<file path="config.mk">
export PLATFORM = sky130hd
export DESIGN_NAME = rom_read_arbiter
export DESIGN_NICKNAME = d
export VERILOG_FILES = /design/src/rtl/rom_arb_pkg.sv /design/src/rtl/rr_pick_first.sv /design/src/rtl/rom_read_arbiter.sv
export SDC_FILE = /design/constraint.sdc
export NUM_CORES = 1
export LEC_CHECK = 0
export ABC_AREA = 1
export CAP_MARGIN = 25
export CORE_MARGIN = 3
export CORE_UTILIZATION = 42
export CTS_CLUSTER_DIAMETER = 100
export DETAILED_ROUTE_END_ITERATION = 8
export PLACE_DENSITY = 0.86
export SYNTH_ARGS = -nofsm -noshare
export SYNTH_HDL_FRONTEND = slang
export SYNTH_HIERARCHICAL = 1
export SYNTH_SLANG_ARGS = --single-unit
</file>
<file path="constraint.sdc">
create_clock -name clk -period 10.7 [get_ports clk]
set_clock_uncertainty 0.05 [all_clocks]
set_input_delay 1.605 -clock clk [delete_from_list [all_inputs] [get_ports clk]]
set_output_delay 1.605 -clock clk [all_outputs]
set_load 0.01 [all_outputs]
</file>
<file path="src/rtl/rom_arb_pkg.sv">
// rom_arb_pkg: shared defaults, port-tag type and wrap helper for the ROM read arbiter.
package rom_arb_pkg;
  localparam int N_REQ_DEF      = 4;
  localparam int ADDR_WIDTH_DEF = 15;
  localparam int DATA_WIDTH_DEF = 16;
  localparam int TAG_IDX_W      = 8;

  typedef struct packed {
    logic                 vld;
    logic [TAG_IDX_W-1:0] idx;
  } port_tag_t;

  localparam port_tag_t PORT_NONE = '{vld: 1'b0, idx: '0};

  function automatic int wrap_add(input int a, input int b, input int n);
    return (a + b >= n) ? a + b - n : a + b;
  endfunction
endpackage

</file>
<file path="src/rtl/rr_pick_first.sv">
// rr_pick_first: first set request at or after start, wrapping, with a found flag.
module rr_pick_first
  import rom_arb_pkg::*;
#(
  parameter int N = 4,
  localparam int IW = N > 1 ? $clog2(N) : 1
) (
  input  logic [N-1:0]  req,
  input  logic [IW-1:0] start,
  output logic [IW-1:0] idx,
  output logic          found
);
  logic [2*N-1:0] rot;

  always_comb begin
    rot   = {req, req} >> start;
    found = |req;
    idx   = '0;
    for (int k = N - 1; k >= 0; k--)
      idx = rot[k] ? IW'(wrap_add(int'(start), k, N)) : idx;
  end
endmodule

</file>
<file path="src/rtl/rom_read_arbiter.sv">
// rom_read_arbiter: round-robin sharing of a dual-port ROM among N_REQ readers, two grants per cycle.
module rom_read_arbiter
  import rom_arb_pkg::*;
#(
  parameter int N_REQ      = N_REQ_DEF,
  parameter int ADDR_WIDTH = ADDR_WIDTH_DEF,
  parameter int DATA_WIDTH = DATA_WIDTH_DEF
) (
  input  logic                          clk,
  input  logic                          rst,
  input  logic [N_REQ-1:0]              req,
  input  logic [N_REQ*ADDR_WIDTH-1:0]   addr,
  output logic [N_REQ-1:0]              gnt,
  output logic [N_REQ-1:0]              rvalid,
  output logic [N_REQ*DATA_WIDTH-1:0]   rdata,
  output logic [ADDR_WIDTH-1:0]         rom_addr1,
  output logic [ADDR_WIDTH-1:0]         rom_addr2,
  input  logic [DATA_WIDTH-1:0]         rom_q1,
  input  logic [DATA_WIDTH-1:0]         rom_q2
);
  localparam int IW = N_REQ > 1 ? $clog2(N_REQ) : 1;

  logic [IW-1:0]    rr_ptr_q, rr_ptr_d, w1, w2, start2;
  logic             f1, f2;
  logic [N_REQ-1:0] g1, g2, req2;
  port_tag_t        tag1_q, tag1_d, tag2_q, tag2_d;

  rr_pick_first #(.N(N_REQ)) u_pick1 (.req(req),  .start(rr_ptr_q), .idx(w1), .found(f1));
  rr_pick_first #(.N(N_REQ)) u_pick2 (.req(req2), .start(start2),   .idx(w2), .found(f2));

  // Port 2 searches after the port-1 winner with that winner removed, so no requester gets both.
  always_comb begin
    g1        = f1 ? N_REQ'(1) << w1 : '0;
    g2        = f2 ? N_REQ'(1) << w2 : '0;
    req2      = req & ~g1;
    start2    = IW'(wrap_add(int'(w1), 1, N_REQ));
    gnt       = rst ? '0 : g1 | g2;
    rom_addr1 = (f1 && !rst) ? addr[int'(w1)*ADDR_WIDTH +: ADDR_WIDTH] : '0;
    rom_addr2 = (f2 && !rst) ? addr[int'(w2)*ADDR_WIDTH +: ADDR_WIDTH] : '0;
    tag1_d    = (rst || !f1) ? PORT_NONE : '{vld: 1'b1, idx: TAG_IDX_W'(w1)};
    tag2_d    = (rst || !f2) ? PORT_NONE : '{vld: 1'b1, idx: TAG_IDX_W'(w2)};
    rr_ptr_d  = rst ? '0 :
                f2  ? IW'(wrap_add(int'(w2), 1, N_REQ)) :
                f1  ? IW'(wrap_add(int'(w1), 1, N_REQ)) : rr_ptr_q;
  end

  always_ff @(posedge clk) begin
    rr_ptr_q <= rr_ptr_d;
    tag1_q   <= tag1_d;
    tag2_q   <= tag2_d;
  end

  // Returning data is masked while rst is high so a read granted just before reset is dropped.
  for (genvar g = 0; g < N_REQ; g++) begin : g_out
    logic hit1, hit2;
    assign hit1 = tag1_q.vld && tag1_q.idx == TAG_IDX_W'(g);
    assign hit2 = tag2_q.vld && tag2_q.idx == TAG_IDX_W'(g);
    assign rvalid[g] = !rst && (hit1 || hit2);
    assign rdata[g*DATA_WIDTH +: DATA_WIDTH] = rst  ? '0 :
                                               hit1 ? rom_q1 :
                                               hit2 ? rom_q2 : '0;
  end
endmodule

</file>
=== Yosys cells after proc, flatten, opt, wreduce, memory -nomap -nowiden ===
Index checks and enable logic that the tools add are counted.

* Register bits: 20
* Latch bits: 0
* Bits in writable memories: 0
* Bits in read-only memories: 0
* Output and inout bits: 102
* Word-level logic and storage cells: 119
* Memories: 0

* Add/subtract/negate cells: 18
* $mul: 2
* Div/mod/pow operators: 0
* $lt $le $gt $ge: 10
* Equal/unequal tests: 6
* Shift operators: 6
* Mux-type cells: 39
* Bitwise logic cells: 3
* Reduce and logical (&&, ||, !) cells: 28

{| class="wikitable"
|+ Operator list
! cell !! count
|-
| 16-bit two-way mux || 12
|-
| 60-bit by 7-bit indexed part select with 15-bit output || 2
|-
| 2-bit two-way mux || 20
|-
| 8-bit by 2-bit equality test with 1-bit output (second input constant) || 4
|-
| 15-bit two-way mux || 2
|-
| 3-bit >= comparator (second input constant) || 8
|-
| 2-bit by 1-bit subtractor with 2-bit output (second input constant) || 10
|-
| 9-bit two-way mux || 2
|-
| 8-bit by 1-bit equality test with 1-bit output (second input constant) || 2
|-
| 8-bit logical NOT || 2
|-
| 8-bit by 2-bit right shift with 4-bit output || 2
|-
| 1-bit logical AND || 14
|-
| 2-bit by 1-bit adder with 3-bit output (second input constant) || 4
|-
| 2-bit by 2-bit adder with 3-bit output (second input constant) || 4
|-
| 2-bit by 4-bit multiplier with 6-bit output (second input constant) || 2
|-
| 4-bit two-way mux || 3
|-
| 4-bit OR reduction || 2
|-
| 1-bit by 2-bit left shift with 4-bit output (first input constant) || 2
|-
| 2-bit by 3-bit >= comparator with 1-bit output (second input constant) || 2
|-
| 1-bit logical OR || 6
|-
| 4-bit AND || 1
|-
| 4-bit inverter || 1
|-
| 4-bit OR || 1
|-
| 1-bit logical NOT || 3
|-
| 2-bit nonzero test || 1
|}

=== Longest topological paths before layout ===
Gate-level depths: netlist of run 1.

* Depth in word-level cells: 21
* Depth in mapped cells: 31

=== Cells and area by module ===
Netlist of run 1, hierarchy kept.

{| class="wikitable"
|+ Modules (own cells, without submodules)
! module !! instances !! cells each !! area an instance (µm²)
|-
| rom_read_arbiter || 1 || 616 || 2926.6
|-
| rr_pick_first || 2 || 47 || 227.7
|}

=== Worst setup path after synthesis of run 1 ===
No wires, ideal clock.

* Path kind: input to output
* From: in req[3]
* To: out gnt[0]
* Arrival: 4.526 ns
* Required time: 9.045 ns
* Slack: 4.519 ns
* Stages: 29
* Path buffers: 3
* Cell sequence: inv_1 > nand2_1 > nand3_2 > nand2_1 > inv_2 > nand3_1 > nand2_1 > nand2_1 > nand2_1 > buf_2 > clkinv_1 > buf_2 > ha_1 > nand2_1 > and2_1 > inv_1 > nand2_2 > nand3_1 > nand2_1 > inv_2 > nand2_1 > nand2_1 > nand3_1 > nand2_1 > inv_1 > buf_1 > ha_1 > nand2_1 > a21oi_1

* Elaborated cells on any way between the ends: 39
* Those cells by class: add/sub (9); order compare (5); shift (4); mux (16); bitwise (3); reduce/logical (2)

{| class="wikitable"
|+ RTL lines
! element !! line !! text
|-
| from (decl) || rom_read_arbiter.sv:11 || <nowiki>input logic [N_REQ-1:0] req,</nowiki>
|-
| 8-bit by 2-bit right shift with 4-bit output * || rr_pick_first.sv:16 || <nowiki>rot = {req, req} >> start;</nowiki>
|-
| 2-bit two-way mux (3 in a row) || rr_pick_first.sv:20 || <nowiki>idx = rot[k] ? IW'(wrap_add(int'(start), k, N)) : idx;</nowiki>
|-
| 2-bit two-way mux * || rr_pick_first.sv:20 ||
|-
| net w1[1] || rom_read_arbiter.sv:23 || <nowiki>logic [IW-1:0] rr_ptr_q, rr_ptr_d, w1, w2, start2;</nowiki>
|-
| 1-bit by 2-bit left shift with 4-bit output * || rom_read_arbiter.sv:33 || <nowiki>g1 = f1 ? N_REQ'(1) << w1 : '0;</nowiki>
|-
| 4-bit two-way mux * || rom_read_arbiter.sv:33 ||
|-
| 4-bit inverter * || rom_read_arbiter.sv:35 || <nowiki>req2 = req & ~g1;</nowiki>
|-
| 4-bit AND * || rom_read_arbiter.sv:35 ||
|-
| net req2[0] || rom_read_arbiter.sv:25 || <nowiki>logic [N_REQ-1:0] g1, g2, req2;</nowiki>
|-
| 8-bit by 2-bit right shift with 4-bit output * || rr_pick_first.sv:16 ||
|-
| 2-bit two-way mux (3 in a row) || rr_pick_first.sv:20 ||
|-
| 2-bit two-way mux * || rr_pick_first.sv:20 ||
|-
| net w2[0] || rom_read_arbiter.sv:23 ||
|-
| 1-bit by 2-bit left shift with 4-bit output * || rom_read_arbiter.sv:34 || <nowiki>g2 = f2 ? N_REQ'(1) << w2 : '0;</nowiki>
|-
| 4-bit two-way mux * || rom_read_arbiter.sv:34 ||
|-
| 4-bit OR * || rom_read_arbiter.sv:37 || <nowiki>gnt = rst ? '0 : g1 | g2;</nowiki>
|-
| 4-bit two-way mux * || rom_read_arbiter.sv:37 ||
|-
| to (decl) || rom_read_arbiter.sv:13 || <nowiki>output logic [N_REQ-1:0] gnt,</nowiki>
|}

Mark *: on every way through the listed nets, which the timed path passes. The rest lies on a longest branch.

=== Worst setup path after layout of run 1 ===
* From: in req[2]
* To: out gnt[0]

* Longest elaborated chain between the ends: 19
* Elaborated cells on any way between the ends: 39
* Those cells by class: add/sub (9); order compare (5); shift (4); mux (16); bitwise (3); reduce/logical (2)

{| class="wikitable"
|+ RTL lines
! element !! line !! text
|-
| 8-bit by 2-bit right shift with 4-bit output * || rr_pick_first.sv:16 ||
|-
| 2-bit two-way mux (3 in a row) || rr_pick_first.sv:20 ||
|-
| 2-bit two-way mux * || rr_pick_first.sv:20 ||
|-
| net w1[1] || rom_read_arbiter.sv:23 ||
|-
| 2-bit by 1-bit adder with 3-bit output * || rom_arb_pkg.sv:16 || <nowiki>return (a + b >= n) ? a + b - n : a + b;</nowiki>
|-
| 3-bit >= comparator / 2-bit by 1-bit subtractor with 2-bit output (equally long branches) || rom_arb_pkg.sv:16 ||
|-
| 2-bit two-way mux * || rom_arb_pkg.sv:16 ||
|-
| net start2[1] || rom_read_arbiter.sv:23 ||
|-
| [... 2 more ...] || - ||
|-
| 2-bit two-way mux || rom_arb_pkg.sv:16 ||
|-
| 2-bit two-way mux (3 in a row) || rr_pick_first.sv:20 ||
|-
| 2-bit two-way mux * || rr_pick_first.sv:20 ||
|-
| net w2[1] || rom_read_arbiter.sv:23 ||
|-
| 1-bit by 2-bit left shift with 4-bit output * || rom_read_arbiter.sv:34 ||
|-
| 4-bit two-way mux * || rom_read_arbiter.sv:34 ||
|-
| 4-bit OR * || rom_read_arbiter.sv:37 ||
|-
| 4-bit two-way mux * || rom_read_arbiter.sv:37 ||
|}

Marks and branches as above.

==> results.py, run 1 <==
metrics = {
    "setup_path": {
        "reg2reg_from": "rr_ptr_q[0]$_SDFFE_PP0P_",
        "path_class": "input port to primary output",
        "arrival_ps": 7390,
        "worstRegToRegCells": 22,
        "r2r-end": "rr_ptr_q[1]$_SDFFE_PP0P_",
        "critPathMaxFanout": 18,
        "required_ps": 9050,
        "cp-end-kind": "primary output",
        "rrSetupSlack_ps": 4980,
        "startpoint_type": "input port",
    },
    "die": {
        "die_w_um": 95.7,
        "dieArea_mm2": 0.00917,
        "die_h_um": 95.7,
        "rows": 32,
        "coreArea_mm2": 0.00777,
        "start_util_pct": 43.5,
        "io_pins": 200,
    },
    "clocking": {
        "numCtsBuffers": 3,
        "cts.clk_slew.worst_paths_ps": 40,
        "cts_num_sinks": 8,
        "clk-insertion-delay-late_ps": 230,
        "h-tree-depth": 1,
        "cts.root.buffer_cell": "clkbuf_8",
        "ctsHoldBuffers": 0,
        "cts_tree": "yes",
        "cts_setup_buffers": 0,
        "cts_repair_resize_count": 0,
        "cts_buffer_depth": 2,
    },
    "routing": {
        "route.detailed.wl_per_inst_um": 13.9,
        "vias": 5096,
        "wl_um": 13600,
        "drtIter0Drc": 373,
        "vias_per_cell": 5.22,
        "final_antenna_net_count": 0,
        "drc": 0,
        "drt-pass1-iter-count": 7,
    },
    "layout": {
        "final_common_cell": "nand2_1",
        "antenna_cells": 0,
        "drive_gt1_share_pct": 5.95,
        "area_growth_pct": 57.8,
        "final_cell_mix": "246 x nand2_1, 199 x clkdlybuf4s50_1, 105 x inv_1",
        "fillers": 716,
        "fin_nets": 982,
    },
    "pwr": {
        "power_leakage_nw": 2.76,
        "ir_drop_v": 0.000350,
        "finalPower_mw": 2.32,
        "power_frac_seq_pct": 2.7,
        "combPwrFrac_pct": 95.7,
        "clock_power_share_pct": 1.6,
        "p_int_mw": 0.943,
        "p_per_area_mw_per_mm2": 434,
        "power_switching_mw": 1.37,
        "switching_share_pct": 59.3,
    },
    "global_route": {
        "gr-usage-all-layers_pct": 28.6,
        "antenna_found_initial": 0,
        "grt_pass1_vias": 4771,
        "overflow": 0,
        "grt_pass1_wl_um": 21700,
        "grt_start_max_net_pins": 35,
    },
    "timing": {
        "hold_violations": 0,
        "worst_pin_slew_ps": 1030,
        "finalCritPeriodShare_pct": 84.6,
        "slew_violations": 0,
        "period_needed_ps": 9050,
        "setup_violations": 0,
        "max_freq_mhz": 111,
        "tns_ps": 0,
        "rsz0062_at_grt": "no",
        "timing.slew.headroom_pct": 31.3,
    },
    "placed_design": {
        "gp_congestion": 0.943,
        "hpwl_um": 10400,
        "numPortBuffers": 199,
    },
    "synth": {
        "ys_seq_area_share_pct": 4.74,
        "ys_types": 28,
        "syn_inst": 710,
        "syn_avg_cell_area_um2": 4.76,
        "synth_area_mm2": 0.00338,
        "ys_ff_latch": 8,
        "yosysWarnings": 6,
        "synth_nets": 816,
    },
    "job": {
        "max_cap_violations": 0,
    },
    "min_path": {
        "worstHoldPathCells": 2,
        "min_path_type": "flip-flop to flip-flop",
        "hold_path_end": "rr_ptr_q[1]$_SDFFE_PP0P_",
        "min-delay-start": "rr_ptr_q[1]$_SDFFE_PP0P_",
    },
    "outcome": {
        "status": "finished, final reports clean",
    },
}
==> power groups by stage <==
stage / sequential [mW] / clock, mW / combinational, mW
finish: 0.0626 / 0.0368 / 2.22
detailed placement: 0.0634 / 0 / 2.18
CTS: 0.0626 / 0.0376 / 2.20
global route: 0.0659 / 0.0388 / 2.46
global placement: 0.0618 / 0 / 2.14
floorplan: 0.0550 / 0 / 1.47
==> cell usage after synthesis (all sizes together) <==
cell type / instances / area [um2]
nor2: 72 / 300
nand4: 2 / 12.5
a21oi: 34 / 170
nor3: 2 / 10.0
and2: 4 / 25.0
dfxtp: 8 / 160
o21ai: 53 / 273
xnor2: 2 / 17.5
buf: 28 / 179
clkbuf: 13 / 50.0
nand2: 266 / 1070
inv: 114 / 433
nand3b: 16 / 120
nand3: 86 / 455
clkinv: 2 / 7.51
ha: 8 / 100
==> layout make-up <==
cell class,instances,area [um2],area share (%)
clock buffer,3,41.3,0.774
inverter,116,440,8.25
multi-input combinational,545,2550,47.8
sequential,8,160,3.00
tap,102,128,2.39
timing repair buffer,202,2010,37.7
==> sequential cells by signal (all words and copies together), names as in the netlist <==
register / flops
rr_ptr_q: 2
tag1_q: 3
tag2_q: 3
==> layer usage <==
metal,up-vias,share of wire (%),GRT usage (%)
met2,330,47,49.8
met1,2211,38,34.9
met5,-,0,0
met4,0,2.8,9.95
li1,2511,-,-
met3,44,12,5.63
==> how the worst max path moves through the flow <==
stage | startpoint | to | cells past startpoint | slack [ps]
CTS | req[2] | gnt[0] | 25 | 1850
finish | req[2] | gnt[0] | 25 | 1650
detailed placement | req[2] | gnt[0] | 25 | 1880
global placement | req[1] | rom_addr2[9] | 28 | 2100
global route | req[2] | gnt[2] | 29 | 1180
floorplan | req[3] | gnt[0] | 29 | 4520
==> stage by stage <==
step                hold WS, ps  instances  setup WS (ps)  cell area (um2)  util (%)
global route                618        976           1180             5340      68.7
detailed placement          563        973           1880             5300      68.2
CTS                         569        976           1850             5340      68.7
floorplan                   507        710           4520             3380         -
global placement            538        973           2100             5300      68.2
finish                      576        976           1650             5340      68.7
==> cell families (layout without fill, tap and decap cells) <==
| group | count (synthesis) | in the layout | synth area share, % |
|---|---|---|---|
| adder cells (fa/ha/maj) | 8 | 8 | 2.96 |
| AND/OR/NAND/NOR | 448 | 448 | 58.9 |
| XOR/XNOR | 2 | 2 | 0.518 |
| AO/OA/AOI/OAI | 87 | 87 | 13.1 |
| flip-flops | 8 | 8 | 4.74 |
| buffers and inverters | 157 | 321 | 19.8 |
==> critical path, stage by stage <==
cell	delay (ps)
clkdlybuf4s50_1	410
inv_1	120
nand2_1	100
nand3_1	150
nand2_2	100
nand2_1	80
nand2_1	50
inv_1	50
nand2_1	50
nand2_1	530
clkinv_1	700
ha_1	680
inv_2	100
nand3_1	120
nand2_2	90
nand2_1	60
nand2_1	40
inv_1	50
nand2_1	50
nand2_1	520
clkinv_1	660
ha_1	410
nand2_1	60
a21oi_1	90
clkdlybuf4s50_1	480
Power figures use the tool's default switching activity.
==> run 2, diff against run 1 <==
CORE_UTILIZATION = 36   (was 42)
PLACE_DENSITY = 0.78   (was 0.86)
clock period = 7.82 ns   (was 10.7 ns; I/O delays follow)
==> results.py, run 2 (synthesis results as in run 1) <==
metrics = {
    "outcome": {
        "status": "finished, final reports clean",
    },
    "timing": {
        "hold_violations": 0,
        "worst_pin_slew_ps": 873,
        "hold_slack_ps": 564,
        "max_freq_mhz": 135,
        "tns_ps": 0,
        "timing.slew.headroom_pct": 41.7,
        "finalCritPeriodShare_pct": 94.8,
        "fin_ws_ps": 403,
        "rsz0062_at_grt": "no",
        "period_needed_ps": 7420,
        "slew_violations": 0,
        "setup_violations": 0,
    },
    "clocking": {
        "h-tree-depth": 1,
        "cts_num_sinks": 8,
        "cts.clk_slew.worst_paths_ps": 40,
        "numCtsBuffers": 3,
        "clk-insertion-delay-late_ps": 220,
        "cts_buffer_depth": 2,
        "cts_tree": "yes",
        "cts_setup_buffers": 0,
        "cts.root.buffer_cell": "clkbuf_8",
        "cts_repair_resize_count": 0,
        "ctsHoldBuffers": 0,
    },
    "placed_design": {
        "dp.cells": 982,
        "hpwl_um": 10700,
        "numPortBuffers": 199,
        "gp_congestion": 0.964,
        "place_ws_ps": 558,
        "post_dp_cell_area_mm2": 0.00533,
    },
    "die": {
        "dieArea_mm2": 0.0106,
        "io_pins": 200,
        "die_w_um": 103,
        "coreArea_mm2": 0.00893,
        "start_util_pct": 37.9,
        "rows": 34,
        "die_h_um": 103,
    },
    "global_route": {
        "antenna_found_initial": 0,
        "gr-usage-all-layers_pct": 24.9,
        "overflow": 0,
        "grt_pass1_vias": 4775,
        "grt_start_max_net_pins": 34,
        "grt_pass1_wl_um": 22100,
    },
    "layout": {
        "top_regs": "tag1_q: 3 flops, tag2_q: 3 flops, rr_ptr_q: 2 flops",
        "drive_gt1_share_pct": 6.27,
        "final_cells": 985,
        "fin_nets": 985,
        "final_common_cell": "nand2_1",
        "stdcell_area_mm2": 0.00537,
        "fillers": 886,
        "area_growth_pct": 58.7,
        "antenna_cells": 0,
        "final_util_pct": 60.1,
        "final_cell_mix": "246 x nand2_1, 199 x clkdlybuf4s50_1, 105 x inv_1",
    },
    "setup_path": {
        "cp-end-kind": "primary output",
        "arrival_ps": 6190,
        "slowest_delay_ps": 590,
        "critPathMaxFanout": 33,
        "cpMaxStageDelayCell": "clkdlybuf4s50_1",
        "startpoint_type": "input port",
        "required_ps": 6600,
        "crit_top_cell": "nand2_1",
        "path_class": "input port to primary output",
    },
    "routing": {
        "drc": 0,
        "vias": 5141,
        "drt-pass1-iter-count": 7,
        "route.detailed.wl_per_inst_um": 14.2,
        "drtIter0Drc": 261,
        "final_antenna_net_count": 0,
        "vias_per_cell": 5.22,
        "wl_um": 14000,
    },
    "pwr": {
        "p_per_area_mw_per_mm2": 603,
        "finalPower_mw": 3.24,
        "ir_drop_v": 0.000543,
        "power_leakage_nw": 2.77,
    },
    "job": {
        "max_cap_violations": 0,
    },
    "min_path": {
        "min_path_type": "flip-flop to flip-flop",
    },
}
run 2: cell count changes in the layout (fill, tap and decap cells not counted):
cell / previous run / this run
buf_4: 3 / 6
run 2: power by group:
group | switching, mW | internal [mW] | total [mW]
Combinational | 1.87 | 1.24 | 3.10
Clock | 0.0146 | 0.0332 | 0.0478
Sequential | 0.0264 | 0.0591 | 0.0855
Total | 1.91 | 1.33 | 3.24
run 2: final timing paths:
check                                              start                  endpoint  slack (ps)  depth (start not counted)
worst max-delay path                              req[1]              rom_addr2[7]         400                         30
worst min-delay path            rr_ptr_q[1]$_SDFFE_PP0P_  rr_ptr_q[1]$_SDFFE_PP0P_         560                          2
worst max register to register  rr_ptr_q[0]$_SDFFE_PP0P_  rr_ptr_q[1]$_SDFFE_PP0P_        2900                         24
worst min register to register  rr_ptr_q[1]$_SDFFE_PP0P_  rr_ptr_q[1]$_SDFFE_PP0P_         560                          2
run 2: area by class of cell:
cell class	instances	area [um2]	area share [%]
clock buffers	3	41.3	0.769
inverters	116	440	8.21
multi-input cells	545	2550	47.6
flip-flops and latches	8	160	2.98
well taps	108	135	2.52
repair buffers	205	2040	38.0
run 2: metal layers:
layer | track usage, % | wire length (um) | vias to the layer above
met5 | 0 | 0 | -
met1 | 30.7 | 5650 | 2270
met4 | 6.77 | 221 | 0
met3 | 3.79 | 1450 | 22
met2 | 44.6 | 6650 | 333
li1 | - | - | 2516
run 2: critical path: cells and delay by family:
kind	cells	cell delay, ps
buffers and inverters	11	2870
AND/OR/NAND/NOR	16	1370
adder cells (fa/ha/maj)	1	400
AO/OA/AOI/OAI	2	350
==> patch, RTL diff (config.mk and constraints of run 2) <==
Set the package constant `N_REQ_DEF` to 2 (it was 4).
--- a/src/rtl/rom_arb_pkg.sv
+++ b/src/rtl/rom_arb_pkg.sv
@@ -1,5 +1,5 @@
 // rom_arb_pkg: shared defaults, port-tag type and wrap helper for the ROM read arbiter.
 package rom_arb_pkg;
-  localparam int N_REQ_DEF      = 4;
+  localparam int N_REQ_DEF      = 2;
   localparam int ADDR_WIDTH_DEF = 15;
   localparam int DATA_WIDTH_DEF = 16;
Interface: changed (5 resized); port bits go from 200 to 132. No check against the original RTL was run, so the function may have changed too.
==> patch against run 2 <==
- global-route usage grew 0.34 points
- setup slack improved by 2.2 ns
- sequential cell count down 3
- wire length decreased by 60%
- core utilization rose by 20 points
- area after synthesis shrank 62%
- design area shrank 52%
Power is left out: it rests on default switching activity, and per cell area and clock period it moved more than threefold.
==> patch: results (changes against run 2) <==
- Buffers added on ports: 131 (was 199)
- Hold Path Depth: 4 (was 2)
- Setup slack of the critical path after layout: 2.60 ns (was 0.403 ns)
- Placer's final routability congestion estimate: 0.860 (was 0.964)
- Critical path data arrival time: 4.00 ns (was 6.19 ns)
- Instance area after placement: 0.00253 mm² (was 0.00533 mm²)
- Arithmetic-cell share of the synthesized area counting full adders, half adders and majority gates: 0 (was 0.0296)
- Maximum single-stage delay on the critical path: 0.57 ns (was 0.59 ns)
- Worst-margin pin slew: 0.515 ns (was 0.873 ns)
- WHS: 0.507 ns (was 0.564 ns)
- Critical register-to-register path startpoint: rr_ptr_q (was rr_ptr_q[0])
- Fin cells: 430 (was 985)
- Top cells by count, synth: 98 x sky130_fd_sc_hd__nand2_1, 34 x sky130_fd_sc_hd__a21oi_1, 34 x sky130_fd_sc_hd__nor2_1 (was 246 x sky130_fd_sc_hd__nand2_1, 105 x sky130_fd_sc_hd__inv_1, 81 x sky130_fd_sc_hd__nand3_1)
- Count of cell types in the netlist: 20 (was 28)
- Maximum fanout encountered on the critical timing path: 20 (was 33)
- Worst reg2reg endpoint: rr_ptr_q (was rr_ptr_q[1])
- Outcome: completed (unchanged)
- Cell count after synthesis: 266 (was 710)
- Syn nets: 332 (was 816)
- Detailed-routing iteration count for the pre-antenna-repair pass: 5 (was 7)
- 1st-iter DRT viols: 88 (was 261)
- Per-cell routed wire length: 12.9 µm (was 14.2 µm)
- Launch point of the worst hold path: rr_ptr_q (was rr_ptr_q[1])
- End point of the worst hold path: rr_ptr_q (was rr_ptr_q[1])
- Registers with the highest flip-flop counts: tag1_q: 2 flops, tag2_q: 2 flops, rr_ptr_q: 1 flops (was tag1_q: 3 flops, tag2_q: 3 flops, rr_ptr_q: 2 flops)
- Path depth of the worst reg2reg path: 9 (was 24)
- Clock latency on the worst-skew pair: 0.24 ns (was 0.22 ns)
- Top post-synthesis cells by area: sky130_fd_sc_hd__nand2_1 29%, sky130_fd_sc_hd__a21oi_1 13%, sky130_fd_sc_hd__o21ai_0 12%, sky130_fd_sc_hd__nor2_1 10%, sky130_fd_sc_hd__inv_1 8.2% (was sky130_fd_sc_hd__nand2_1 27%, sky130_fd_sc_hd__nand3_1 12%, sky130_fd_sc_hd__inv_1 12%, sky130_fd_sc_hd__o21ai_0 7.1%, sky130_fd_sc_hd__nor2_1 6.9%)
- Register Area: 100 µm² (was 160 µm²)
- Via count of the first global-routing pass: 1881 (was 4775)
- Total routing usage reported by global routing: 0.252 (was 0.249)
- Wire length of the first global-routing pass: 8760 µm (was 22100 µm)
- Worst Setup EP: gnt[0] (was rom_addr2[7])
- CTS H-Tree Depth: 1 (unchanged)
- Xor/xnor cell area share of the yosys netlist: 0 (was 0.00518)
- Fraction of the mapped netlist area in compound gates: 0.270 (was 0.131)
- DPL Wire Length: 4620 µm (was 10700 µm)
- Final-stage net count: 453 (was 985)
- Share of post-route cells with drive strength above 1: 0.0466 (was 0.0627)
- Slack of the worst reg-to-reg path: 5.62 ns (was 2.90 ns)
-- patch: cell types whose count changed after synthesis, sizes merged, moves of 3 or more --
cell,before,now
nand2,266,106
nand3,86,1
inv,114,32
nor2,72,34
o21ai,53,32
nand3b,16,0
buf,28,16
clkbuf,13,1
ha,8,0
and2,4,1
dfxtp,8,5
-- patch: metal layers --
layer	track usage	part of all wire	up-vias
met5	0	0	-
met4	0.0285	0.0045	0
met3	0.0838	0.12	4
met2	0.445	0.47	100
met1	0.304	0.41	921
li1	-	-	1064
-- patch: cell type report --
cell class,instances,share of cell area
timing repair buffer,133,0.519
multi-input combinational,212,0.361
inverter,32,0.0480
sequential,5,0.0392
tap,44,0.0215
clock buffer,3,0.00881
clock inverter,1,0.00196
-- patch: cells by family (layout without fill, tap and decap cells) --
| kind of cell | after synthesis | count (layout) |
|---|---|---|
| AND/OR/NAND/NOR | 144 | 144 |
| AO/OA/AOI/OAI | 68 | 68 |
| buffers and inverters | 49 | 169 |
| flip-flops | 5 | 5 |
